## config.mk

```make
export PLATFORM = sky130hd
export DESIGN_NAME = logcap_command_responder
export DESIGN_NICKNAME = d
export VERILOG_FILES = /design/src/rtl/logcap_pkg.sv /design/src/rtl/logcap_command_responder.sv
export SDC_FILE = /design/constraint.sdc
export NUM_CORES = 1
export LEC_CHECK = 0
export BUFFER_PORTS_ARGS = -buffer_cell sky130_fd_sc_hd__buf_2
export CORE_MARGIN = 2
export CORE_UTILIZATION = 45
export CTS_CLUSTER_SIZE = 28
export DETAILED_ROUTE_END_ITERATION = 10
export GPL_ROUTABILITY_DRIVEN = 0
export PLACE_DENSITY = 0.76
export SYNTH_ARGS = -nofsm -noshare
export SYNTH_HDL_FRONTEND = slang
export SYNTH_SLANG_ARGS = --single-unit
```

## constraint.sdc

```tcl
create_clock -name clk -period 1.75 [get_ports clk]
set_input_delay 0 -clock clk [delete_from_list [all_inputs] [get_ports clk]]
set_output_delay 0 -clock clk [all_outputs]
set_load 0.01 [all_outputs]
```

## src/rtl/logcap_pkg.sv

```systemverilog
// Shared opcode, status-bit and FSM definitions for the capture-side command responder.
package logcap_pkg;

  localparam logic [7:0] CMD_NOP         = 8'h00;
  localparam logic [7:0] CMD_SOFT_RESET  = 8'h01;
  localparam logic [7:0] CMD_SET_TRIGGER = 8'h02;
  localparam logic [7:0] CMD_ARM         = 8'h03;
  localparam logic [7:0] CMD_ABORT       = 8'h04;
  localparam logic [7:0] CMD_READ_SAMPLE = 8'h05;
  localparam logic [7:0] CMD_READ_COUNT  = 8'h06;

  localparam int unsigned STS_CMD_BUSY      = 0;
  localparam int unsigned STS_CMD_ERROR     = 1;
  localparam int unsigned STS_RESULT_VALID  = 2;
  localparam int unsigned STS_CAP_BUSY      = 3;
  localparam int unsigned STS_CAP_TRIGGERED = 4;
  localparam int unsigned STS_CAP_DONE      = 5;

  typedef enum logic [1:0] {
    ST_IDLE     = 2'd0,
    ST_EXEC     = 2'd1,
    ST_MEM_WAIT = 2'd2,
    ST_LATCH    = 2'd3
  } state_t;

endpackage

```

## src/rtl/logcap_command_responder.sv

```systemverilog
// Capture-side command responder: decodes hub commands, drives the capture engine,
// reads capture RAM and publishes results and status back to the hub.
module logcap_command_responder
  import logcap_pkg::*;
#(
  parameter int unsigned SAMPLE_W = 32,
  parameter int unsigned ADDR_W   = 12,
  parameter int unsigned MEM_LAT  = 1
) (
  input  logic                clk,
  input  logic                reset,
  input  logic                command_strobe,
  input  logic [7:0]          command,
  input  logic [7:0]          op0,
  input  logic [7:0]          op1,
  input  logic [7:0]          op2,
  input  logic [7:0]          op3,
  input  logic [7:0]          op4,
  input  logic [7:0]          op5,
  input  logic [7:0]          op6,
  input  logic [7:0]          op7,
  output logic [7:0]          res0,
  output logic [7:0]          res1,
  output logic [7:0]          res2,
  output logic [7:0]          res3,
  output logic [7:0]          res4,
  output logic [7:0]          res5,
  output logic [7:0]          res6,
  output logic [7:0]          res7,
  output logic [7:0]          status,
  output logic                cap_arm,
  output logic                cap_abort,
  output logic [SAMPLE_W-1:0] trig_mask,
  output logic [SAMPLE_W-1:0] trig_value,
  input  logic                cap_busy,
  input  logic                cap_triggered,
  input  logic                cap_done,
  input  logic [ADDR_W:0]     cap_count,
  output logic                mem_rd,
  output logic [ADDR_W-1:0]   mem_addr,
  input  logic [SAMPLE_W-1:0] mem_rdata
);

  state_t               r_state;
  state_t               w_state_nxt;
  logic                 r_strobe_q;
  logic                 w_edge;
  logic                 w_accept;
  logic                 w_overrun;
  logic [7:0]           r_cmd;
  logic [63:0]          r_ops;
  logic [MEM_LAT-1:0]   r_lat_sr;
  logic [63:0]          r_res;
  logic                 r_cmd_error;
  logic                 r_result_valid;
  logic                 r_cap_busy_q;
  logic                 r_cap_trig_q;
  logic                 r_cap_done_q;

  assign w_edge = command_strobe & ~r_strobe_q;

  // Strobe history for edge detection and one-cycle registration of capture status inputs
  always_ff @(posedge clk or negedge reset) begin
    if (!reset) begin
      r_strobe_q   <= 1'b0;
      r_cap_busy_q <= 1'b0;
      r_cap_trig_q <= 1'b0;
      r_cap_done_q <= 1'b0;
    end else begin
      r_strobe_q   <= command_strobe;
      r_cap_busy_q <= cap_busy;
      r_cap_trig_q <= cap_triggered;
      r_cap_done_q <= cap_done;
    end
  end

  // FSM state register
  always_ff @(posedge clk or negedge reset) begin
    if (!reset) r_state <= ST_IDLE;
    else        r_state <= w_state_nxt;
  end

  // FSM next state plus accept/overrun classification of strobe edges
  always_comb begin
    w_state_nxt = r_state;
    w_accept    = 1'b0;
    w_overrun   = 1'b0;
    case (r_state)
      ST_IDLE: begin
        if (w_edge) begin
          w_accept    = 1'b1;
          w_state_nxt = ST_EXEC;
        end
      end
      ST_EXEC: begin
        w_overrun   = w_edge;
        w_state_nxt = (r_cmd == CMD_READ_SAMPLE) ? ST_MEM_WAIT : ST_IDLE;
      end
      ST_MEM_WAIT: begin
        w_overrun = w_edge;
        if (r_lat_sr[MEM_LAT-1]) w_state_nxt = ST_LATCH;
      end
      ST_LATCH: begin
        w_overrun   = w_edge;
        w_state_nxt = ST_IDLE;
      end
      default: w_state_nxt = ST_IDLE;
    endcase
  end

  // Command capture, opcode execution, RAM read sequencing and result update
  always_ff @(posedge clk or negedge reset) begin
    if (!reset) begin
      r_cmd          <= '0;
      r_ops          <= '0;
      r_lat_sr       <= '0;
      r_res          <= '0;
      r_cmd_error    <= 1'b0;
      r_result_valid <= 1'b0;
      cap_arm        <= 1'b0;
      cap_abort      <= 1'b0;
      mem_rd         <= 1'b0;
      mem_addr       <= '0;
      trig_mask      <= '0;
      trig_value     <= '0;
    end else begin
      cap_arm   <= 1'b0;
      cap_abort <= 1'b0;
      mem_rd    <= 1'b0;
      if (w_accept) begin
        r_cmd          <= command;
        r_ops          <= {op7, op6, op5, op4, op3, op2, op1, op0};
        r_cmd_error    <= 1'b0;
        r_result_valid <= 1'b0;
      end
      if (w_overrun) r_cmd_error <= 1'b1;
      if (r_state == ST_EXEC) begin
        case (r_cmd)
          CMD_NOP: begin
          end
          CMD_SOFT_RESET: begin
            r_res      <= '0;
            trig_mask  <= '0;
            trig_value <= '0;
            cap_abort  <= 1'b1;
          end
          CMD_SET_TRIGGER: begin
            trig_value <= r_ops[SAMPLE_W-1:0];
            trig_mask  <= r_ops[32 +: SAMPLE_W];
          end
          CMD_ARM: begin
            if (cap_busy) r_cmd_error <= 1'b1;
            else          cap_arm     <= 1'b1;
          end
          CMD_ABORT: cap_abort <= 1'b1;
          CMD_READ_SAMPLE: begin
            mem_addr <= r_ops[ADDR_W-1:0];
            mem_rd   <= 1'b1;
            r_lat_sr <= MEM_LAT'(1);
          end
          CMD_READ_COUNT: begin
            r_res          <= {48'h0, 16'(cap_count)};
            r_result_valid <= 1'b1;
          end
          default: r_cmd_error <= 1'b1;
        endcase
      end
      // One-hot token walks towards the MSB once per wait cycle; MSB set means data is due next edge
      if (r_state == ST_MEM_WAIT) r_lat_sr <= r_lat_sr << 1;
      if (r_state == ST_LATCH) begin
        r_res          <= {16'h0, 16'(mem_addr), 32'(mem_rdata)};
        r_result_valid <= 1'b1;
      end
    end
  end

  // Status byte assembly
  always_comb begin
    status                    = '0;
    status[STS_CMD_BUSY]      = (r_state != ST_IDLE);
    status[STS_CMD_ERROR]     = r_cmd_error;
    status[STS_RESULT_VALID]  = r_result_valid;
    status[STS_CAP_BUSY]      = r_cap_busy_q;
    status[STS_CAP_TRIGGERED] = r_cap_trig_q;
    status[STS_CAP_DONE]      = r_cap_done_q;
  end

  assign res0 = r_res[7:0];
  assign res1 = r_res[15:8];
  assign res2 = r_res[23:16];
  assign res3 = r_res[31:24];
  assign res4 = r_res[39:32];
  assign res5 = r_res[47:40];
  assign res6 = r_res[55:48];
  assign res7 = r_res[63:56];

endmodule

```

==> impl_results.html, run 1 <==
<table>
<tr><th>Metric</th><th>Value</th></tr>
<tr><th colspan="2">Route</th></tr>
<tr><td>Vias after detailed routing</td><td>~6,000</td></tr>
<tr><td>Detailed-route wire length</td><td>21,500 µm</td></tr>
<tr><td>Number of DRC markers in iteration 0</td><td>~240</td></tr>
<tr><td>Total DRC errors in the routed layout</td><td>0</td></tr>
<tr><td>First-pass DRT Iterations</td><td>4</td></tr>
<tr><td>Count of nets left with antenna violations after detail routing</td><td>0</td></tr>
<tr><td>Average wire per cell in the routed design</td><td>about 19 µm</td></tr>
<tr><td>Number of vias per cell</td><td>roughly 5.1</td></tr>
<tr><th colspan="2">Clocking</th></tr>
<tr><td>Clk_lat worst skew</td><td>about 0.5 ns</td></tr>
<tr><td>Number of clock buffers inserted by TritonCTS</td><td>22</td></tr>
<tr><td>Clock tree from TritonCTS</td><td>done</td></tr>
<tr><td>Clock sinks</td><td>a little over 200</td></tr>
<tr><td>H-tree levels</td><td>1</td></tr>
<tr><td>Buffer cell driving the clock tree root</td><td>sky130_fd_sc_hd__clkbuf_16</td></tr>
<tr><td>Maximum clock insertion buffer count</td><td>3</td></tr>
<tr><td>Clock transition at the register clock pins on the worst setup and hold paths after CTS</td><td>0.06 ns</td></tr>
<tr><th colspan="2">Place</th></tr>
<tr><td>Dpl cells</td><td>984</td></tr>
<tr><td>DPL Wire Length</td><td>between 10,000 and 15,000 µm</td></tr>
<tr><td>Placement Setup Slack</td><td>-0.0554 ns</td></tr>
<tr><td>Cell area after placement</td><td>between 9000 and 10,000 µm²</td></tr>
<tr><td>Buffers added on ports</td><td>~250</td></tr>
<tr><th colspan="2">STA</th></tr>
<tr><td>Setup repair after global routing missed its margin</td><td>true</td></tr>
<tr><td>Count of final setup violators</td><td>0</td></tr>
<tr><td>Max Fclk</td><td>~0.6 GHz</td></tr>
<tr><td>Portion of the clock cycle consumed by the worst path in the final layout</td><td>between 90% and 100%</td></tr>
<tr><td>Final-report max-slew violation count</td><td>0</td></tr>
<tr><td>Clock period minus worst slack</td><td>between 1.5 and 2 ns</td></tr>
<tr><td>Final critical-path setup slack</td><td>around 0.048 ns</td></tr>
<tr><td>Final-report hold violation count</td><td>0</td></tr>
<tr><td>Final setup TNS</td><td>0 ns</td></tr>
<tr><td>Clock Skew</td><td>roughly 0.016 ns</td></tr>
<tr><th colspan="2">Finish</th></tr>
<tr><td>Register area</td><td>a little over 5000 µm²</td></tr>
<tr><td>Count of antenna diodes in the layout</td><td>0</td></tr>
<tr><td>Net count, final</td><td>1,039</td></tr>
<tr><td>Number of standard cells in the final layout excluding fillers</td><td>about 1,200</td></tr>
<tr><td>Area of all placed cells without fillers</td><td>approximately 12,000 µm²</td></tr>
<tr><td>Fraction of layout instances using a drive strength above 1</td><td>approximately 47%</td></tr>
<tr><td>Area of the multi-input gates</td><td>2510 µm²</td></tr>
<tr><td>Area growth, synth to finish</td><td>47.3%</td></tr>
<tr><td>Finished Core Util</td><td>between 60% and 70%</td></tr>
<tr><td>Fill cells</td><td>roughly 1,100</td></tr>
<tr><th colspan="2">Worst setup path</th></tr>
<tr><td>Cell family contributing the most delay on the critical path</td><td>simple AND/OR/NAND/NOR gates</td></tr>
<tr><td>Critical-path top delay cell</td><td>sky130_fd_sc_hd__or3_4</td></tr>
<tr><td>CP Capture Type</td><td>flop</td></tr>
<tr><td>Start-to-end type of the worst setup path</td><td>flop to flop</td></tr>
<tr><td>FF-to-FF setup slack</td><td>between 0.04 and 0.05 ns</td></tr>
<tr><td>Worst stage delay on the critical path</td><td>roughly 0.45 ns</td></tr>
<tr><td>Register-to-Register Path Depth</td><td>6</td></tr>
<tr><td>Largest driver fanout on the critical path</td><td>25</td></tr>
<tr><td>Count of buffer and inverter cells on the critical path</td><td>2</td></tr>
<tr><td>Total stage count of the critical path</td><td>6</td></tr>
<tr><td>Type of element launching the critical path</td><td>flop</td></tr>
<tr><td>Capturing element of the worst setup path</td><td>trig_mask[9]</td></tr>
<tr><td>Arrival time reported for the critical path endpoint</td><td>2.07 ns</td></tr>
<tr><td>Capture point of the worst reg-to-reg path</td><td>trig_mask[9]</td></tr>
<tr><td>Critical-path cell list</td><td>inv_2 &gt; ha_2 &gt; nand3_2 &gt; or3_4 &gt; buf_12 &gt; a22o_1</td></tr>
<tr><td>Crit path required time</td><td>2.12 ns</td></tr>
<tr><th colspan="2">Yosys</th></tr>
<tr><td>Main area contributors after synthesis</td><td>sky130_fd_sc_hd__dfrtp_1 65%, sky130_fd_sc_hd__mux2_2 13%, sky130_fd_sc_hd__a22o_1 12%</td></tr>
<tr><td>Cell taking the most area after synthesis</td><td>sky130_fd_sc_hd__dfrtp_1</td></tr>
<tr><td>Total of warnings raised by yosys</td><td>0</td></tr>
<tr><td>Sequential-to-total area share from yosys stat</td><td>between 60% and 70%</td></tr>
<tr><td>Count of mapped cells out of synthesis</td><td>approximately 520</td></tr>
<tr><td>Asr flop ratio synth</td><td>100%</td></tr>
<tr><td>Area share of the largest cell type after synthesis</td><td>roughly 65%</td></tr>
<tr><td>Synth unique cells</td><td>36</td></tr>
<tr><td>#FFs+latches synth</td><td>a little over 200</td></tr>
<tr><td>Number of enable flip-flop cells after synthesis</td><td>0</td></tr>
<tr><td>Combined area of all synthesized cells</td><td>about 7900 µm²</td></tr>
<tr><td>Post-synthesis area per instance</td><td>between 15 and 20 µm²</td></tr>
<tr><td>Dominant synthesized flop cell</td><td>sky130_fd_sc_hd__dfrtp_1</td></tr>
<tr><th colspan="2">Die</th></tr>
<tr><td>Count of pins on the block boundary</td><td>approximately 270</td></tr>
<tr><td>Standard-cell rows</td><td>48</td></tr>
<tr><td>Die height</td><td>around 140 µm</td></tr>
<tr><td>Full die area</td><td>18,700 µm²</td></tr>
<tr><td>Starting utilization of the core area</td><td>45.9%</td></tr>
<tr><td>Horizontal die dimension</td><td>~140 µm</td></tr>
<tr><td>Area of the core region</td><td>17,200 µm²</td></tr>
<tr><th colspan="2">Status</th></tr>
<tr><td>Run status</td><td>completed</td></tr>
<tr><th colspan="2">GRT</th></tr>
<tr><td>Global-route usage over all layers</td><td>22.1%</td></tr>
<tr><td>Antenna violations before repair</td><td>0</td></tr>
<tr><td>Global-route wire length before repair</td><td>between 30,000 and 40,000 µm</td></tr>
<tr><td>Vias in the first global route</td><td>roughly 6,300</td></tr>
<tr><td>Overflow left after global routing</td><td>0</td></tr>
<tr><td>Maximum number of pins on one net before global-route repair</td><td>55</td></tr>
<tr><th colspan="2">Power and ir drop</th></tr>
<tr><td>Power density cells</td><td>approximately 850 nW/µm²</td></tr>
<tr><td>Largest voltage drop on the vdd net</td><td>0.774 mV</td></tr>
<tr><td>Static Leakage</td><td>0.00634 µW</td></tr>
<tr><th colspan="2">Worst hold path</th></tr>
<tr><td>Path class of the lowest-slack min-delay path</td><td>input port to async pin</td></tr>
<tr><th colspan="2">Job</th></tr>
<tr><td>Number of maximum-capacitance constraint violations</td><td>0</td></tr>
</table>
[synth_stat cells (all sizes together), types with 2 or more instances]
cell type  number
clkbuf         13
nor2            3
ha              4
nand2           7
buf            50
xnor2           2
or3             2
mux2           97
nor3            3
o21ai           2
dfrtp         204
a22o          108
inv             6
[repair_timing]
action,CTS,global route
resized for setup,4,13
setup buffers,0,5
endpoints found under the setup margin,65,99
endpoints found under the hold margin,314,0
pin swaps,1,3
hold buffers,122,0
cloned,1,1
[cell type report]
type	count	area share [%]
clock buffers	36	6.05
multi-input cells	266	21.5
flip-flops and latches	204	43.8
inverters	6	0.193
repair buffers	412	25.6
clock inverters	2	0.354
well taps	225	2.42
[how the worst min path moves through the flow]
stage | from | end | slack, ns | cells past startpoint
4_1_cts | reset | trig_mask[15] | 0.04 | 2
3_5_place_dp | reset | r_ops[25] | 0.002 | 1
5_1_grt | reset | r_ops[52] | 0.09 | 2
3_3_place_gp | reset | r_ops[28] | -0.004 | 1
6_report | reset | r_ops[29] | 0.05 | 2
2_1_floorplan | reset | async pin | -0.30 | 0
[cell usage in the layout (no fill, tap or decap), drive strengths merged, types with 2 or more instances in the layout]
master,count
inv,7
nand2,7
nor3,3
a22o,108
dfrtp,204
conb,22
o21ai,2
ha,4
buf,288
xnor2,2
dlygate4sd3,122
mux2,97
clkbuf,38
or3,2
nor2,3
[through the flow]
step	total power [µW]	hold slack [ns]
6_report	9960	0.0549
2_1_floorplan	4880	-0.296
5_1_grt	10300	0.0858
3_5_place_dp	5100	0.00212
3_3_place_gp	5090	-0.00431
4_1_cts	10000	0.0410
[flip-flops by register name, summed over array words and instances (netlist names), 8 cells and up, named ones only]
signal,count
r_res,44
mem_addr,12
trig_mask,32
r_ops,64
r_cmd,8
trig_value,32
[cells by family (layout without fill, tap and decap cells)]
family	count (synthesis)	in the layout	share of synthesized area [%]
AO/OA/AOI/OAI	117	117	12.9
XOR/XNOR	2	2	0.222
adder cells (fa/ha/maj)	4	4	0.633
buffers and inverters	69	456	5.44
flip-flops	204	204	64.5
multiplexers	98	98	14.3
other	1	22	0.0474
AND/OR/NAND/NOR	23	23	1.91
[power breakdown]
part           switching (µW)  leakage [µW]  internal, µW
sequential               1.18       0.00283          4720
combinational             213       0.00314           298
clock                    1840      0.000367          2890
[layer usage]
metal | track usage (%) | wire [µm] | up-vias
met5 | 0 | 0 | -
met1 | 28.2 | 8910 | 2921
met3 | 5.07 | 1600 | 35
met4 | 6.02 | 463 | 0
li1 | - | - | 2651
met2 | 38.2 | 10500 | 266
(Power assumes the default switching activity.)
==> run 2, diff against run 1 <==
==> constraint.sdc (replaced) <==
create_clock -name clk -period 1.75 [get_ports clk]
set_input_delay 0.525 -clock clk [delete_from_list [all_inputs] [get_ports clk]]
set_output_delay 0.525 -clock clk [all_outputs]
set_load 0.01 [all_outputs]
==> impl_results.html, run 2 (synthesis results as in run 1) <==
<table>
<tr><th>Metric</th><th>Value</th></tr>
<tr><th colspan="2">Worst setup path</th></tr>
<tr><td>FF-to-FF setup slack</td><td>-0.10 ns</td></tr>
<tr><td>Arrival time reported for the critical path endpoint</td><td>1.34 ns</td></tr>
<tr><td>Register-to-Register Path Depth</td><td>7</td></tr>
<tr><td>Capture point of the worst reg-to-reg path</td><td>r_res[2]</td></tr>
<tr><td>CP Capture Type</td><td>output pin</td></tr>
<tr><td>Worst reg2reg path startpoint</td><td>r_state[0]</td></tr>
<tr><td>Type of element launching the critical path</td><td>flop</td></tr>
<tr><td>Crit path required time</td><td>1.22 ns</td></tr>
<tr><td>Start-to-end type of the worst setup path</td><td>flop to output pin</td></tr>
<tr><td>Largest driver fanout on the critical path</td><td>2</td></tr>
<tr><th colspan="2">STA</th></tr>
<tr><td>Final-report hold violation count</td><td>0</td></tr>
<tr><td>Final setup TNS</td><td>-1.29 ns</td></tr>
<tr><td>Portion of the clock cycle consumed by the worst path in the final layout</td><td>107%</td></tr>
<tr><td>Max Fclk</td><td>roughly 0.54 GHz</td></tr>
<tr><td>Setup repair after global routing missed its margin</td><td>true</td></tr>
<tr><td>Clock Skew</td><td>between 0.009 and 0.01 ns</td></tr>
<tr><td>Final-report max-slew violation count</td><td>0</td></tr>
<tr><td>Count of final setup violators</td><td>between 50 and 60</td></tr>
<tr><td>Final critical-path setup slack</td><td>-0.114 ns</td></tr>
<tr><td>Clock period minus worst slack</td><td>approximately 1.9 ns</td></tr>
<tr><th colspan="2">Finish</th></tr>
<tr><td>Finished Core Util</td><td>63.0%</td></tr>
<tr><td>Count of antenna diodes in the layout</td><td>0</td></tr>
<tr><td>Leading cell type in the layout, fill and taps excluded</td><td>sky130_fd_sc_hd__buf_2</td></tr>
<tr><td>Number of standard cells in the final layout excluding fillers</td><td>between 1,000 and 1,500</td></tr>
<tr><td>Regs by FF count</td><td>r_ops x64, r_res x44</td></tr>
<tr><td>Area growth, synth to finish</td><td>37.2%</td></tr>
<tr><td>Max FFs per register</td><td>64</td></tr>
<tr><td>Area of all placed cells without fillers</td><td>about 11,000 µm²</td></tr>
<tr><td>Fraction of layout instances using a drive strength above 1</td><td>55.7%</td></tr>
<tr><td>Net count, final</td><td>about 940</td></tr>
<tr><td>Register containing the most flip-flops in the final layout</td><td>r_ops</td></tr>
<tr><td>Most frequent cells in the layout</td><td>249 x sky130_fd_sc_hd__buf_2, 201 x sky130_fd_sc_hd__dfrtp_1, 108 x sky130_fd_sc_hd__a22o_1, 80 x sky130_fd_sc_hd__mux2_2, 30 x sky130_fd_sc_hd__clkbuf_16</td></tr>
<tr><th colspan="2">Clocking</th></tr>
<tr><td>Clk_lat worst skew</td><td>around 0.49 ns</td></tr>
<tr><td>Number of clock buffers inserted by TritonCTS</td><td>21</td></tr>
<tr><td>Clock tree from TritonCTS</td><td>done</td></tr>
<tr><td>Clock sinks</td><td>about 200</td></tr>
<tr><td>Buffer cell driving the clock tree root</td><td>sky130_fd_sc_hd__clkbuf_16</td></tr>
<tr><td>H-tree levels</td><td>1</td></tr>
<tr><td>Clock transition at the register clock pins on the worst setup and hold paths after CTS</td><td>0.06 ns</td></tr>
<tr><td>Maximum clock insertion buffer count</td><td>3</td></tr>
<tr><th colspan="2">Power and ir drop</th></tr>
<tr><td>Share of total power in the clock network</td><td>about 48%</td></tr>
<tr><td>Total power after layout</td><td>just under 10,000 µW</td></tr>
<tr><td>Static Leakage</td><td>between 0.006 and 0.007 µW</td></tr>
<tr><td>Net Sw Power</td><td>1950 µW</td></tr>
<tr><td>Power density cells</td><td>just under 900 nW/µm²</td></tr>
<tr><td>Switching Fraction</td><td>about 20%</td></tr>
<tr><td>Logic gate share of total power</td><td>under 10%</td></tr>
<tr><td>Largest voltage drop on the vdd net</td><td>between 0.7 and 0.8 mV</td></tr>
<tr><td>Reg power frac</td><td>~49%</td></tr>
<tr><td>Internal Dissipation</td><td>just under 8000 µW</td></tr>
<tr><th colspan="2">Status</th></tr>
<tr><td>Violations in the final reports</td><td>setup timing</td></tr>
<tr><td>Run status</td><td>finished with violations</td></tr>
<tr><th colspan="2">Die</th></tr>
<tr><td>Area of the core region</td><td>between 15,000 and 20,000 µm²</td></tr>
<tr><td>Horizontal die dimension</td><td>roughly 140 µm</td></tr>
<tr><td>Standard-cell rows</td><td>48</td></tr>
<tr><td>Die height</td><td>137 µm</td></tr>
<tr><td>Count of pins on the block boundary</td><td>roughly 270</td></tr>
<tr><td>Starting utilization of the core area</td><td>about 46%</td></tr>
<tr><td>Full die area</td><td>18,700 µm²</td></tr>
<tr><th colspan="2">Place</th></tr>
<tr><td>Cell area after placement</td><td>between 9000 and 10,000 µm²</td></tr>
<tr><td>Buffers added on ports</td><td>between 200 and 300</td></tr>
<tr><td>Dpl cells</td><td>985</td></tr>
<tr><td>DPL Wire Length</td><td>~12,000 µm</td></tr>
<tr><th colspan="2">Route</th></tr>
<tr><td>First-pass DRT Iterations</td><td>4</td></tr>
<tr><td>Number of vias per cell</td><td>between 5 and 6</td></tr>
<tr><td>Count of nets left with antenna violations after detail routing</td><td>0</td></tr>
<tr><td>Number of DRC markers in iteration 0</td><td>between 150 and 200</td></tr>
<tr><td>Total DRC errors in the routed layout</td><td>0</td></tr>
<tr><td>Vias after detailed routing</td><td>5,446</td></tr>
<tr><td>Detailed-route wire length</td><td>20,400 µm</td></tr>
<tr><td>Average wire per cell in the routed design</td><td>19.5 µm</td></tr>
<tr><th colspan="2">GRT</th></tr>
<tr><td>Vias in the first global route</td><td>between 5,000 and 6,000</td></tr>
<tr><td>Antenna violations before repair</td><td>0</td></tr>
<tr><td>Global-route usage over all layers</td><td>18.8%</td></tr>
<tr><td>Maximum number of pins on one net before global-route repair</td><td>45</td></tr>
<tr><td>Overflow left after global routing</td><td>0</td></tr>
<tr><td>Global-route wire length before repair</td><td>roughly 27,000 µm</td></tr>
<tr><th colspan="2">Worst hold path</th></tr>
<tr><td>Path class of the lowest-slack min-delay path</td><td>input port to flop</td></tr>
<tr><td>Sink of the worst hold path</td><td>r_cap_trig_q</td></tr>
<tr><td>HP Start</td><td>cap_triggered</td></tr>
<tr><td>Number of instances on the worst hold path</td><td>1</td></tr>
<tr><th colspan="2">Job</th></tr>
<tr><td>Number of maximum-capacitance constraint violations</td><td>0</td></tr>
</table>
run 2: changes by cell type in the layout (fill, tap and decap cells not counted), moves of 6 or more:
cell | previous run | this run
sky130_fd_sc_hd__dlygate4sd3_1 | 122 | 1
sky130_fd_sc_hd__buf_6 | 2 | 11
sky130_fd_sc_hd__mux2_2 | 89 | 80
sky130_fd_sc_hd__mux2_4 | 8 | 17
sky130_fd_sc_hd__clkbuf_16 | 24 | 30
sky130_fd_sc_hd__clkbuf_8 | 9 | 3
run 2: layout make-up:
type,count,area [µm²]
multi-input combinational,267,2580
clock buffer,27,568
tap,225,282
inverter,6,30.0
sequential,204,5110
clock inverter,9,145
timing repair buffer,311,2140
fill,1277,6380
run 2: worst max path at each step:
stage,startpoint,end,slack [ns],cells past startpoint
finish,r_state[0],status[0],-0.11,5
global route,flop,status[0],-0.17,5
CTS,r_state[0],status[0],-0.12,5
detailed placement,r_cmd[0],trig_mask[17],-0.04,5
global placement,flop,trig_mask[6],-0.003,6
floorplan,r_state[0],r_res[10],-0.03,5
run 2: timing repair:
item,4_1_cts,5_1_grt
endpoints found under the hold margin,29,0
cloned,0,16
hold buffers,1,0
resized for setup,14,32
buffers inserted,5,6
setup endpoints to repair,61,121
pin swaps,1,34
run 2: power by group through the flow:
stage | clock (µW) | combinational [µW] | sequential (µW)
5_1_grt | 5020 | 328 | 4720
6_report | 4660 | 287 | 4720
2_1_floorplan | 0 | 68.0 | 4810
3_5_place_dp | 0 | 292 | 4810
3_3_place_gp | 0 | 289 | 4810
4_1_cts | 4770 | 295 | 4720
run 2: per-stage QoR:
stage / hold slack (ns) / setup WS, ns
after detailed placement: 0.465 / -0.0406
after global placement: 0.469 / -0.00274
after global routing: 0.123 / -0.168
final: 0.144 / -0.114
after floorplan: 0.229 / -0.0347
after CTS: 0.119 / -0.124
run 2: routing by layer:
| layer | wire, µm | up-vias | GRT usage [%] |
|---|---|---|---|
| met5 | 0 | - | 0 |
| met4 | 295 | 0 | 4.34 |
| met3 | 1690 | 24 | 5.30 |
| met2 | 10100 | 246 | 31.3 |
| met1 | 8340 | 2727 | 24.5 |
| li1 | - | 2449 | - |
run 2: worst max-delay path: stages, from the launching register on:
cell and delay [ns]:
sky130_fd_sc_hd__dfrtp_1 0.39, sky130_fd_sc_hd__buf_6 0.13, sky130_fd_sc_hd__inv_4 0.05, sky130_fd_sc_hd__ha_4 0.14, sky130_fd_sc_hd__inv_4 0.04, sky130_fd_sc_hd__buf_6 0.11
